**src/rtl/fetch_decode_if.sv**
```systemverilog
// Fetch/decode bus: PC unit and instruction memory on the master side,
// the fetch_decode front end on the slave side.
interface fetch_decode_if;
  logic [15:0] PCIN;
  logic [15:0] STAGEIN;
  logic [15:0] STAGEOUT;
  logic [15:0] IMEM_ADDR;
  logic        IMEM_EN;
  logic [15:0] IMEM_RDATA;
  logic        FETCHED;
  logic        ID_VALID;
  logic [15:0] ID_INSTR;
  logic [15:0] ID_PC;
  logic        READREG;
  logic [3:0]  READREG1;
  logic [3:0]  READREG2;
  logic        WILLWRITE;
  logic [3:0]  STARTREG;
  logic        ILLEGAL;
  logic        HALTED;

  modport master (
    output PCIN, STAGEIN, STAGEOUT, IMEM_RDATA,
    input  IMEM_ADDR, IMEM_EN, FETCHED, ID_VALID, ID_INSTR, ID_PC,
           READREG, READREG1, READREG2, WILLWRITE, STARTREG, ILLEGAL, HALTED
  );

  modport slave (
    input  PCIN, STAGEIN, STAGEOUT, IMEM_RDATA,
    output IMEM_ADDR, IMEM_EN, FETCHED, ID_VALID, ID_INSTR, ID_PC,
           READREG, READREG1, READREG2, WILLWRITE, STARTREG, ILLEGAL, HALTED
  );
endinterface

```
**src/rtl/fetch_decode.sv**
```systemverilog
// Instruction fetch and decode front end of the 16-bit core: issues fetches
// from the PC unit's PC, holds the returned word in decode, emits hazard requests.
module fetch_decode #(
  parameter int PRIME_CYCLES = 2
) (
  input logic          CLK,
  input logic          RST_N,
  fetch_decode_if.slave bus
);

  localparam logic [1:0] S_RESET = 2'd0;
  localparam logic [1:0] S_PRIME = 2'd1;
  localparam logic [1:0] S_RUN   = 2'd2;
  localparam logic [1:0] S_HALT  = 2'd3;

  localparam logic [3:0] PRIME_LAST = 4'(PRIME_CYCLES - 1);

  logic [1:0]  state_q, state_d;
  logic [3:0]  cnt_q, cnt_d;
  logic        f_valid_q, f_valid_d;
  logic [15:0] f_pc_q, f_pc_d;
  logic        fetched_q, fetched_d;
  logic        id_valid_q, id_valid_d;
  logic        id_first_q, id_first_d;
  logic [15:0] id_instr_q, id_instr_d;
  logic [15:0] id_pc_q, id_pc_d;

  logic        kill;
  logic        halt_in_id;
  logic        imem_en;
  logic        load_id;
  logic [3:0]  op, rd, rs, rt;

  assign op = id_instr_q[15:12];
  assign rd = id_instr_q[11:8];
  assign rs = id_instr_q[7:4];
  assign rt = id_instr_q[3:0];

  assign kill       = (bus.STAGEIN == 16'h0000) || (bus.STAGEOUT == 16'h0000);
  assign halt_in_id = id_valid_q && (op == 4'hF);
  assign imem_en    = (state_q == S_RUN) && !kill && !halt_in_id;
  assign load_id    = f_valid_q && !kill;

  always_comb begin
    state_d = state_q;
    cnt_d   = cnt_q;
    case (state_q)
      S_RESET: begin
        state_d = S_PRIME;
        cnt_d   = 4'd0;
      end
      S_PRIME: begin
        if (cnt_q == PRIME_LAST) state_d = S_RUN;
        else                     cnt_d   = cnt_q + 4'd1;
      end
      S_RUN:   if (halt_in_id && !kill) state_d = S_HALT;
      // A kill while halted means an older branch flushed the pipe.
      S_HALT:  if (kill) state_d = S_RUN;
      default: state_d = S_RESET;
    endcase
  end

  always_comb begin
    f_valid_d  = imem_en;
    f_pc_d     = imem_en ? bus.PCIN : f_pc_q;
    fetched_d  = f_valid_d;
    id_first_d = load_id;
    id_instr_d = load_id ? bus.IMEM_RDATA : id_instr_q;
    id_pc_d    = load_id ? f_pc_q : id_pc_q;
    if (kill)         id_valid_d = 1'b0;
    else if (load_id) id_valid_d = 1'b1;
    else              id_valid_d = id_valid_q;
  end

  always_ff @(posedge CLK or negedge RST_N) begin
    if (!RST_N) begin
      state_q    <= S_RESET;
      cnt_q      <= 4'd0;
      f_valid_q  <= 1'b0;
      f_pc_q     <= 16'h0000;
      fetched_q  <= 1'b0;
      id_valid_q <= 1'b0;
      id_first_q <= 1'b0;
      id_instr_q <= 16'h0000;
      id_pc_q    <= 16'h0000;
    end else begin
      state_q    <= state_d;
      cnt_q      <= cnt_d;
      f_valid_q  <= f_valid_d;
      f_pc_q     <= f_pc_d;
      fetched_q  <= fetched_d;
      id_valid_q <= id_valid_d;
      id_first_q <= id_first_d;
      id_instr_q <= id_instr_d;
      id_pc_q    <= id_pc_d;
    end
  end

  logic       rd_en, wr_en, ill;
  logic [3:0] r1, r2;

  always_comb begin
    rd_en = 1'b0;
    wr_en = 1'b0;
    ill   = 1'b0;
    r1    = 4'd0;
    r2    = 4'd0;
    if (id_valid_q) begin
      case (op)
        4'h0, 4'hC, 4'hF: ;
        4'h8: wr_en = 1'b1;
        4'h9: begin rd_en = 1'b1; r2 = rs; wr_en = 1'b1; end
        4'hA: begin rd_en = 1'b1; r1 = rs; r2 = rd; end
        4'hB: begin rd_en = 1'b1; r1 = rd; r2 = rs; end
        4'hD, 4'hE: ill = 1'b1;
        default: begin rd_en = 1'b1; r1 = rs; r2 = rt; wr_en = 1'b1; end
      endcase
    end
  end

  // Reservation and illegal flag fire only on the first live cycle so a held word never repeats them.
  assign bus.WILLWRITE = wr_en && id_first_q;
  assign bus.STARTREG  = (wr_en && id_first_q) ? rd : 4'd0;
  assign bus.ILLEGAL   = ill && id_first_q;
  assign bus.READREG   = rd_en;
  assign bus.READREG1  = r1;
  assign bus.READREG2  = r2;

  assign bus.IMEM_ADDR = bus.PCIN;
  assign bus.IMEM_EN   = imem_en;
  assign bus.FETCHED   = fetched_q;
  assign bus.ID_VALID  = id_valid_q;
  assign bus.ID_INSTR  = id_instr_q;
  assign bus.ID_PC     = id_pc_q;
  assign bus.HALTED    = (state_q == S_HALT);

endmodule

```
**src/flat_wrapper.sv**
```systemverilog
// flat-port wrapper written by rule: the top's interface ports become plain ports
module fetch_decode_flat 
#(
  parameter int PRIME_CYCLES = 2
)
  (CLK, RST_N, bus_PCIN, bus_STAGEIN, bus_STAGEOUT, bus_IMEM_RDATA, bus_IMEM_ADDR, bus_IMEM_EN, bus_FETCHED, bus_ID_VALID, bus_ID_INSTR, bus_ID_PC, bus_READREG, bus_READREG1, bus_READREG2, bus_WILLWRITE, bus_STARTREG, bus_ILLEGAL, bus_HALTED);
  fetch_decode_if bus_i ();
  input logic CLK;
  input logic RST_N;
  input wire logic [$bits(bus_i.PCIN)-1:0] bus_PCIN;
  input wire logic [$bits(bus_i.STAGEIN)-1:0] bus_STAGEIN;
  input wire logic [$bits(bus_i.STAGEOUT)-1:0] bus_STAGEOUT;
  input wire logic [$bits(bus_i.IMEM_RDATA)-1:0] bus_IMEM_RDATA;
  output wire logic [$bits(bus_i.IMEM_ADDR)-1:0] bus_IMEM_ADDR;
  output wire logic [$bits(bus_i.IMEM_EN)-1:0] bus_IMEM_EN;
  output wire logic [$bits(bus_i.FETCHED)-1:0] bus_FETCHED;
  output wire logic [$bits(bus_i.ID_VALID)-1:0] bus_ID_VALID;
  output wire logic [$bits(bus_i.ID_INSTR)-1:0] bus_ID_INSTR;
  output wire logic [$bits(bus_i.ID_PC)-1:0] bus_ID_PC;
  output wire logic [$bits(bus_i.READREG)-1:0] bus_READREG;
  output wire logic [$bits(bus_i.READREG1)-1:0] bus_READREG1;
  output wire logic [$bits(bus_i.READREG2)-1:0] bus_READREG2;
  output wire logic [$bits(bus_i.WILLWRITE)-1:0] bus_WILLWRITE;
  output wire logic [$bits(bus_i.STARTREG)-1:0] bus_STARTREG;
  output wire logic [$bits(bus_i.ILLEGAL)-1:0] bus_ILLEGAL;
  output wire logic [$bits(bus_i.HALTED)-1:0] bus_HALTED;
  assign bus_i.PCIN = bus_PCIN;
  assign bus_i.STAGEIN = bus_STAGEIN;
  assign bus_i.STAGEOUT = bus_STAGEOUT;
  assign bus_i.IMEM_RDATA = bus_IMEM_RDATA;
  assign bus_IMEM_ADDR = bus_i.IMEM_ADDR;
  assign bus_IMEM_EN = bus_i.IMEM_EN;
  assign bus_FETCHED = bus_i.FETCHED;
  assign bus_ID_VALID = bus_i.ID_VALID;
  assign bus_ID_INSTR = bus_i.ID_INSTR;
  assign bus_ID_PC = bus_i.ID_PC;
  assign bus_READREG = bus_i.READREG;
  assign bus_READREG1 = bus_i.READREG1;
  assign bus_READREG2 = bus_i.READREG2;
  assign bus_WILLWRITE = bus_i.WILLWRITE;
  assign bus_STARTREG = bus_i.STARTREG;
  assign bus_ILLEGAL = bus_i.ILLEGAL;
  assign bus_HALTED = bus_i.HALTED;
  fetch_decode #(.PRIME_CYCLES(PRIME_CYCLES)) u_core (.CLK(CLK), .RST_N(RST_N), .bus(bus_i));
endmodule
```
**config.mk**
```make
export PLATFORM = sky130hd
export DESIGN_NAME = fetch_decode_flat
export DESIGN_NICKNAME = d
export VERILOG_FILES = /design/src/rtl/fetch_decode_if.sv /design/src/rtl/fetch_decode.sv /design/src/flat_wrapper.sv
export SDC_FILE = /design/constraint.sdc
export NUM_CORES = 1
export LEC_CHECK = 0
export CORE_ASPECT_RATIO = 0.9
export CORE_UTILIZATION = 35
export DETAILED_ROUTE_END_ITERATION = 8
export PLACE_DENSITY = 0.73
export SKIP_LAST_GASP = 1
export SYNTH_ARGS = -nofsm -noshare
export SYNTH_HDL_FRONTEND = slang
export SYNTH_SLANG_ARGS = --single-unit
```
**constraint.sdc**
```tcl
create_clock -name CLK -period 6 [get_ports CLK]
set_clock_uncertainty 0.15 [all_clocks]
set_input_delay 1.5 -clock CLK [delete_from_list [all_inputs] [get_ports CLK]]
set_output_delay 1.5 -clock CLK [all_outputs]
set_load 0.02 [all_outputs]
```
==> results.yml, run 1 <==
synth:
  ys_warn_count: 0
  syn-cell-area_sq_mm: 0.00280
  synthAdderAreaFrac_pct: 0.894
  async_flop_share_pct: 100
  synth_cells: 219
  syn_area_per_cell_sq_um: 12.8
  synth.distinct_cells: 37
  yosysMostFrequentCell: "dfrtp_1"
  synth_compound_area_share_pct: 9.25
  synthMuxAreaShare_pct: 20.5
  synth-seq-area-share_pct: 51.0
  synth-simple-area-share_pct: 10.4
  synthDominantCellAreaShare_pct: 51.0
  synthTopCellsByArea: "dfrtp_1 51%, mux2_2 16%, mux2_4 4.8%"
  synth_edf_count: 0
  synth-seq-cells: 57
  synthFlopType: "dfrtp_1"
  yosysTopAreaCell: "dfrtp_1"
  synth_top_family_by_area: "multiplexers"
  synthXorXnorAreaFrac_pct: 0.313
  synthTopCellsByCount: "57 x dfrtp_1, 39 x mux2_2, 16 x buf_4, 11 x nand2_1"
  synth.net_count: 287
worst_setup_path:
  cp-start-kind: "primary input"
  critPathBufInv: 3
  cpPeakStageDelay_ns: 0.55
  critical_path.slowest_cell: "clkdlybuf4s50_1"
  crit_type: "in2out"
  critPathArrivalTime_ns: 3.58
  required_ns: 4.35
  critPathTopFamily: "buffers and inverters"
  r2r_slack_ns: 3.90
  path_cells: "clkdlybuf4s50_1 > nor4_1 > nand4_1 > nand4_4 > inv_1 > clkdlybuf4s50_1"
  crit_path_end_kind: "output port"
  cp_max_fo: 17
  cpMostUsedCell: "clkdlybuf4s50_1"
power:
  vdd.ir_drop.worst_v: 0.000209
  power_mw: 2.36
  power_density_mw_per_mm2: 555
  p_leak_nw: 1.75
floorplan:
  ioPinCount: 133
  core_area_sq_mm: 0.00766
  start_util_pct: 36.6
  dieArea_sq_mm: 0.00836
  die_width_um: 96.3
  die_h_um: 86.8
  placementRows: 30
sta:
  fmax_mhz: 191
  timing.hold.ws_ns: 0.352
  setup_violations: 0
  finalSetupTns_ns: 0
  period_share_pct: 87.2
  tightestPinTransition_ns: 0.887
  min_period_ns: 5.23
  rsz0062_at_grt: "false"
  slew_violations: 0
  slew_headroom_pct: 40.8
  hold_violations: 0
cells_and_area:
  n_antenna_cell: 0
  multiInputGateArea_sq_mm: 0.00116
  seqCellArea_sq_mm: 0.00143
  drive_above_1_share_pct: 21.9
  fillers: 656
  fin_nets: 405
  syn_to_final_growth_pct: 52.0
  final_util_pct: 55.6
detailed_routing:
  dr.pass1.iters: 4
  antenna_left: 0
  wl_um: 6660
  viasPerCell: 4.93
  drtIter0Drc: 68
  drc: 0
  vias: 2161
  avgRoutedWirePerCell_um: 15.2
global_route:
  grt_max_degree: 58
  grt_pass1_vias: 2145
  track_usage_pct: 16.9
  antenna_found_initial: 0
  grt_pass1_wl_um: 10400
  grt-ovfl-total: 0
job:
  drv_cap: 0
outcome:
  outcome: "finished clean"
clocking:
  htreeDepth: 3
  cts_hold_buf: 0
  clkTransAtPathRegs_ns: 0.06
  cts_root_buffer: "clkbuf_8"
  cts_sinks: 57
  cts_max_path_buffers: 2
  post-cts-setup-buffers: 0
  cts_resized: 0
  cts_tree: "done"
  worstSkewPairLatency_ns: 0.32
  cts_buffers: 9
place:
  dpl.hpwl_um: 4770
  globalplace.congestion: 0.766
  numPortBuffers: 132
hold_path:
  worstHoldPathType: "reg2reg"
==> flip-flops by register name, indices dropped and copies added, names as in the netlist <==
signal and flops:
u_core.bus.ID_VALID 1, u_core.id_first_q 1, u_core.bus.ID_INSTR 16, u_core.bus.ID_PC 16
u_core.state_q 2, u_core.f_valid_q 1, u_core.f_pc_q 16, u_core.cnt_q 4
==> path summary, 6_finish.rpt <==
kind                                                     start                                 end  cells past startpoint
max                                             bus_STAGEIN[2]                         bus_IMEM_EN                      6
min                               u_core.f_pc_q[5]$_DFFE_PN0P_     u_core.bus.ID_PC[5]$_DFFE_PN0P_                      1
max reg2reg                u_core.bus.ID_INSTR[12]$_DFFE_PN0P_        u_core.f_pc_q[8]$_DFFE_PN0P_                      4
min reg2reg                       u_core.f_pc_q[5]$_DFFE_PN0P_     u_core.bus.ID_PC[5]$_DFFE_PN0P_                      1
max in group asynchronous                                RST_N          u_core.f_valid_q$_DFF_PN0_                      2
min in group asynchronous                                RST_N  u_core.bus.ID_INSTR[4]$_DFFE_PN0P_                      2
==> power breakdown <==
part	switching (mW)	internal [mW]
combinational	0.543	0.707
clock	0.144	0.226
sequential	0.176	0.567
==> placed cells by master, fill, tap and decap left out, types with 3 or more instances in the layout <==
master           instances
clkdlybuf4s50_1        131
dfrtp_1                 57
mux2_2                  39
clkbuf_8                12
nand2_1                 11
nor2b_1                  9
nor4_1                   9
mux2_4                   9
inv_1                    5
o21ai_0                  5
and2_1                   5
o21a_1                   4
a21oi_1                  4
o221a_2                  4
a22oi_1                  4
nor3_1                   3
a22o_1                   3
==> area by class of cell <==
type	count	area share, %
Clock buffer	14	4.06
Sequential cell	57	33.5
Inverter	5	0.441
Tap cell	96	2.82
Clock inverter	2	0.823
Timing Repair Buffer	133	31.1
Multi-Input combinational cell	131	27.2
==> cell families after synthesis <==
family,count (synthesis)
flip-flops,57
multiplexers,48
AND/OR/NAND/NOR,48
AO/OA/AOI/OAI,32
buffers and inverters,31
adder cells (fa/ha/maj),2
XOR/XNOR,1
==> per-layer routing <==
metal	routed length [um]	GRT usage, %	vias to the layer above
li1	-	-	1013
met1	2770	20.8	1039
met2	3150	27.3	100
met3	612	4.56	9
met4	124	8.01	0
met5	0	0	-
==> through the flow <==
step,cell area [sq um],setup WS [ns],cells
3_5_place_dp,4050,0.730,422
4_1_cts,4260,0.725,438
5_1_grt,4260,0.508,438
2_1_floorplan,2800,1.83,219
3_3_place_gp,4050,0.777,422
6_report,4260,0.767,438
Note: power is estimated with default switching activity, not from simulation.
==> inputs of run 2 (changes only) <==
--- a/config.mk
+++ b/config.mk
@@ -6,9 +6,10 @@
 export NUM_CORES = 1
 export LEC_CHECK = 0
 export CORE_ASPECT_RATIO = 0.9
-export CORE_UTILIZATION = 35
+export CORE_UTILIZATION = 29
 export DETAILED_ROUTE_END_ITERATION = 8
-export PLACE_DENSITY = 0.73
+export DONT_BUFFER_PORTS = 1
+export PLACE_DENSITY = 0.46
 export SKIP_LAST_GASP = 1
 export SYNTH_ARGS = -nofsm -noshare
 export SYNTH_HDL_FRONTEND = slang
==> run 2 against run 1 <==
Core utilization fell by 24 points. Clock power barely moved. Combinational power fell by 46%. Sequential share of layout area rose by 15 points. Routed wire length fell by 9.0%. Final cell count fell by 24%. Power fell by 17%. Sequential power rose by 22%. Hold slack improved by 0.00099 ns. Critical endpoint unchanged. Largest cell class unchanged. Largest power group is now sequential cells.
==> results.yml, run 2 (synthesis results as in run 1) <==
global_route:
  grt-ovfl-total: 0
  antenna_found_initial: 0
  grt_max_degree: 58
  grt_pass1_vias: 1738
  track_usage_pct: 12.6
  grt_pass1_wl_um: 9340
hold_path:
  worstHoldPathType: "reg2reg"
  hold_depth: 1
  hp-start: "u_core.f_pc_q[4]$_DFFE_PN0P_"
  min_to: "u_core.bus.ID_PC[4]$_DFFE_PN0P_"
sta:
  tightestPinTransition_ns: 0.974
  slew_headroom_pct: 34.7
  slew_violations: 0
  timing.hold.ws_ns: 0.353
  final.setup.worst_slack_ns: 1.58
  setup_violations: 0
  finalSetupTns_ns: 0
  fmax_mhz: 226
  rsz0062_at_grt: "false"
  period_share_pct: 73.7
  hold_violations: 0
  min_period_ns: 4.42
job:
  drv_cap: 0
worst_setup_path:
  cp_max_fo: 17
  critical_path.slowest_cell: "nand4_4"
  rr_startpoint: "u_core.bus.ID_VALID$_DFFE_PN0P_"
  critPathBufInv: 1
  crit_path_end_kind: "output port"
  path_cells: "nor4_1 > nand4_1 > nand4_4 > inv_1"
  required_ns: 4.35
  cpPeakStageDelay_ns: 0.41
  critPathArrivalTime_ns: 2.77
  r2r_slack_ns: 3.77
  critPathTopFamily: "simple AND/OR/NAND/NOR gates"
  crit_type: "in2out"
  worst_r2r_endpoint: "u_core.f_pc_q[7]$_DFFE_PN0P_"
  reg2reg_depth: 4
  cp-start-kind: "primary input"
floorplan:
  placementRows: 33
  die_h_um: 95.2
  die_width_um: 106
  core_area_sq_mm: 0.00925
  start_util_pct: 30.3
  dieArea_sq_mm: 0.0100
  ioPinCount: 133
place:
  pre_cts_slack_ns: 1.54
  dpl.hpwl_um: 4080
  globalplace.congestion: 0.716
  numPortBuffers: 0
  placed_cells: 315
  place_area_sq_mm: 0.00276
cells_and_area:
  final_cell_mix: "57 x dfrtp_1, 39 x mux2_2, 11 x nand2_1, 11 x clkbuf_8"
  n_antenna_cell: 0
  fillers: 946
  mostFrequentLayoutCell: "dfrtp_1"
  drive_above_1_share_pct: 35.4
  syn_to_final_growth_pct: 5.86
  fin_nets: 272
  instances_no_fill: 331
  final_area_sq_mm: 0.00296
clocking:
  htreeDepth: 3
  cts_resized: 0
  cts_root_buffer: "clkbuf_8"
  cts_tree: "done"
  cts_sinks: 57
  cts_hold_buf: 0
  worstSkewPairLatency_ns: 0.33
  clkTransAtPathRegs_ns: 0.07
  cts_buffers: 9
  cts_max_path_buffers: 2
  post-cts-setup-buffers: 0
outcome:
  outcome: "finished clean"
detailed_routing:
  wl_um: 6060
  vias: 1668
  antenna_left: 0
  avgRoutedWirePerCell_um: 18.3
  drtIter0Drc: 29
  viasPerCell: 5.04
  drc: 0
  dr.pass1.iters: 4
power:
  p_leak_nw: 1.23
  vdd.ir_drop.worst_v: 0.000186
  power_density_mw_per_mm2: 661
-- run 2: changes by cell type in the layout (fill, tap and decap cells not counted), sizes merged --
| cell | before | now |
|---|---|---|
| buf | 2 | 0 |
| clkbuf | 14 | 12 |
| clkdlybuf4s50 | 131 | 0 |
| clkinv | 1 | 2 |
| clkinvlp | 0 | 1 |
-- run 2: per-layer routing --
metal	vias to the layer above	GRT usage, %	wire (um)	part of all wire (%)
li1	745	-	-	-
met3	5	6.22	654	11
met1	814	14.8	2650	44
met2	104	20.4	2720	45
met4	0	3.47	36	0.59
met5	-	0	0	0
-- run 2: area by class of cell --
class	count	area (sq um)	area share (%)
flip-flops and latches	57	1430	48.1
well taps	122	153	5.15
clock buffers	12	155	5.24
inverters	5	18.8	0.633
clock inverters	4	51.3	1.73
multi-input cells	131	1160	39.1
-- run 2: worst max-delay path by stage --
stage	startpoint	cells past startpoint	to	slack [ns]
floorplan	bus_STAGEIN[10]	5	bus_IMEM_EN	1.83
global placement	bus_STAGEIN[2]	4	bus_IMEM_EN	1.56
detailed placement	bus_STAGEIN[2]	4	bus_IMEM_EN	1.54
CTS	bus_STAGEIN[2]	4	bus_IMEM_EN	1.53
global route	bus_STAGEIN[2]	4	bus_IMEM_EN	1.49
finish	bus_STAGEIN[2]	4	bus_IMEM_EN	1.58
-- run 2: per-stage QoR --
step | util [%] | power (mW)
2_1_floorplan | - | 1.50
3_3_place_gp | 29.8 | 1.60
3_5_place_dp | 29.8 | 1.61
4_1_cts | 32.0 | 2.00
5_1_grt | 32.0 | 2.08
6_report | 32.0 | 1.96
-- run 2: report_power, final --
group	leakage [nW]	internal (mW)	switching, mW	total [mW]
clock network	0.103	0.215	0.158	0.373
registers	0.664	0.565	0.343	0.908
logic	0.463	0.364	0.312	0.676
==> inputs of run 3 (changes only) <==
--- a/config.mk
+++ b/config.mk
@@ -9,7 +9,7 @@
 export CORE_UTILIZATION = 29
 export DETAILED_ROUTE_END_ITERATION = 8
 export DONT_BUFFER_PORTS = 1
-export PLACE_DENSITY = 0.46
+export PLACE_DENSITY = 0.47
 export SKIP_LAST_GASP = 1
 export SYNTH_ARGS = -nofsm -noshare
 export SYNTH_HDL_FRONTEND = slang
==> constraint.sdc (replaced) <==
create_clock -name CLK -period 3.6 [get_ports CLK]
set_clock_uncertainty 0.15 [all_clocks]
set_input_delay 0.9 -clock CLK [delete_from_list [all_inputs] [get_ports CLK]]
set_output_delay 0.9 -clock CLK [all_outputs]
set_load 0.02 [all_outputs]
==> run 3 against run 2 <==
Combinational power increased by 78%. Critical path type is now reg2out. First-iteration DRC count increased by 120%. Final cell count increased by 1.8%. Hold slack got worse by 0.24 ns. Sequential power increased by 61%.
==> results.yml, run 3 (synthesis results as in run 1) <==
clocking:
  cts_sinks: 57
  cts_tree: "done"
  cts_hold_buf: 0
  cts_root_buffer: "clkbuf_8"
  cts_max_path_buffers: 2
  worstSkewPairLatency_ns: 0.33
  post-cts-setup-buffers: 0
  cts_buffers: 9
  cts_resized: 0
  clkTransAtPathRegs_ns: 0.07
  htreeDepth: 3
place:
  numPortBuffers: 0
  pre_cts_slack_ns: 0.768
  globalplace.congestion: 0.743
  dpl.hpwl_um: 4010
power:
  p_clk_share_pct: 16.6
  p_comb_share_pct: 37.6
  p_leak_nw: 1.23
  p_seq_share_pct: 45.7
  power_density_mw_per_mm2: 1080
  vdd.ir_drop.worst_v: 0.000386
  intPower_mw: 1.82
  p_sw_share_pct: 43.0
  p_sw_mw: 1.38
global_route:
  grt_pass1_wl_um: 9500
  track_usage_pct: 12.6
  grt_pass1_vias: 1734
  grt_max_degree: 58
  antenna_found_initial: 0
  grt-ovfl-total: 0
floorplan:
  dieArea_sq_mm: 0.0100
  ioPinCount: 133
  core_area_sq_mm: 0.00925
  placementRows: 33
  start_util_pct: 30.3
  die_h_um: 95.2
  die_width_um: 106
sta:
  tightestPinTransition_ns: 0.667
  slew_violations: 0
  min_period_ns: 3.16
  hold_violations: 0
  fmax_mhz: 317
  slew_headroom_pct: 55.5
  final.setup.worst_slack_ns: 0.443
  period_share_pct: 87.7
  finalSetupTns_ns: 0
  setup_violations: 0
  rsz0062_at_grt: "false"
worst_setup_path:
  rr_startpoint: "u_core.bus.ID_VALID$_DFFE_PN0P_"
  cp_max_fo: 10
  crit_type: "reg2out"
  worst_r2r_endpoint: "u_core.f_pc_q[0]$_DFFE_PN0P_"
  reg2reg_depth: 5
  required_ns: 2.55
  r2r_slack_ns: 1.39
  cp-start-kind: "register"
  critPathArrivalTime_ns: 2.11
  crit_path_end_kind: "output port"
detailed_routing:
  wl_um: 6020
  antenna_left: 0
  dr.pass1.iters: 4
  drc: 0
  drtIter0Drc: 65
  viasPerCell: 4.93
  vias: 1663
  avgRoutedWirePerCell_um: 17.9
cells_and_area:
  drive_above_1_share_pct: 36.9
  mostFrequentLayoutCell: "dfrtp_1"
  syn_to_final_growth_pct: 6.08
  fin_nets: 277
  fillers: 962
  final_cell_mix: "57 x dfrtp_1, 39 x mux2_2, 11 x nand2_1"
hold_path:
  worstHoldPathType: "in2async"
job:
  drv_cap: 0
outcome:
  outcome: "finished clean"
==> run 3: power groups by stage <==
stage          Sequential [mW]  Clock (mW)  Combinational (mW)
2_1_floorplan             1.37           0                1.13
6_report                  1.46       0.532                1.20
4_1_cts                   1.47       0.566                1.22
5_1_grt                   1.51       0.592                1.31
3_5_place_dp              1.48           0                1.22
3_3_place_gp              1.48           0                1.20
==> run 3: area by class of cell <==
type	count	area, sq um	area share, %
Multi-Input combinational cell	131	1160	39.0
Timing Repair Buffer	5	37.5	1.26
Tap cell	122	153	5.14
Inverter	5	18.8	0.632
Sequential cell	57	1430	48.0
Antenna cell	1	2.50	0.0843
Clock buffer	10	128	4.30
Clock inverter	6	45.0	1.52
==> run 3: how the worst max path moves through the flow <==
stage,endpoint,depth (start not counted),slack (ns),start
after floorplan,bus_IMEM_EN,5,0.63,bus_STAGEIN[10]
after global placement,bus_IMEM_EN,4,0.80,bus_STAGEIN[10]
after detailed placement,bus_IMEM_EN,4,0.77,bus_STAGEIN[10]
after CTS,bus_READREG1[3],4,0.45,u_core.bus.ID_INSTR[15]$_DFFE_PN0P_
after global routing,bus_READREG1[1],4,0.19,u_core.bus.ID_INSTR[15]$_DFFE_PN0P_
final,bus_READREG1[3],4,0.44,u_core.bus.ID_INSTR[15]$_DFFE_PN0P_
==> run 3: critical path: stages, from the launching register on <==
cell and delay [ns]:
dfrtp_1 0.62, inv_1 0.20, nor3_1 0.46, a22oi_1 0.13, nor2b_1 0.36
==> run 3: metal layers <==
metal  track usage, %  wire [um]  vias up
met5                0          0        -
met4             4.63         46        0
met3             5.54        493        5
met2             19.0       2670       67
met1             16.1       2810      824
li1                 -          -      767
==> run 3: per-stage QoR <==
step           utilization (%)  total power, mW  hold slack [ns]  cell area, sq um  std cells
5_1_grt                   32.1             3.41           0.0660              2970        336
4_1_cts                   32.1             3.26           0.0782              2970        336
3_3_place_gp              30.2             2.68            0.329              2790        320
6_report                  32.1             3.20            0.109              2970        337
2_1_floorplan                -             2.50            0.325              2800        219
3_5_place_dp              30.2             2.70            0.340              2790        320
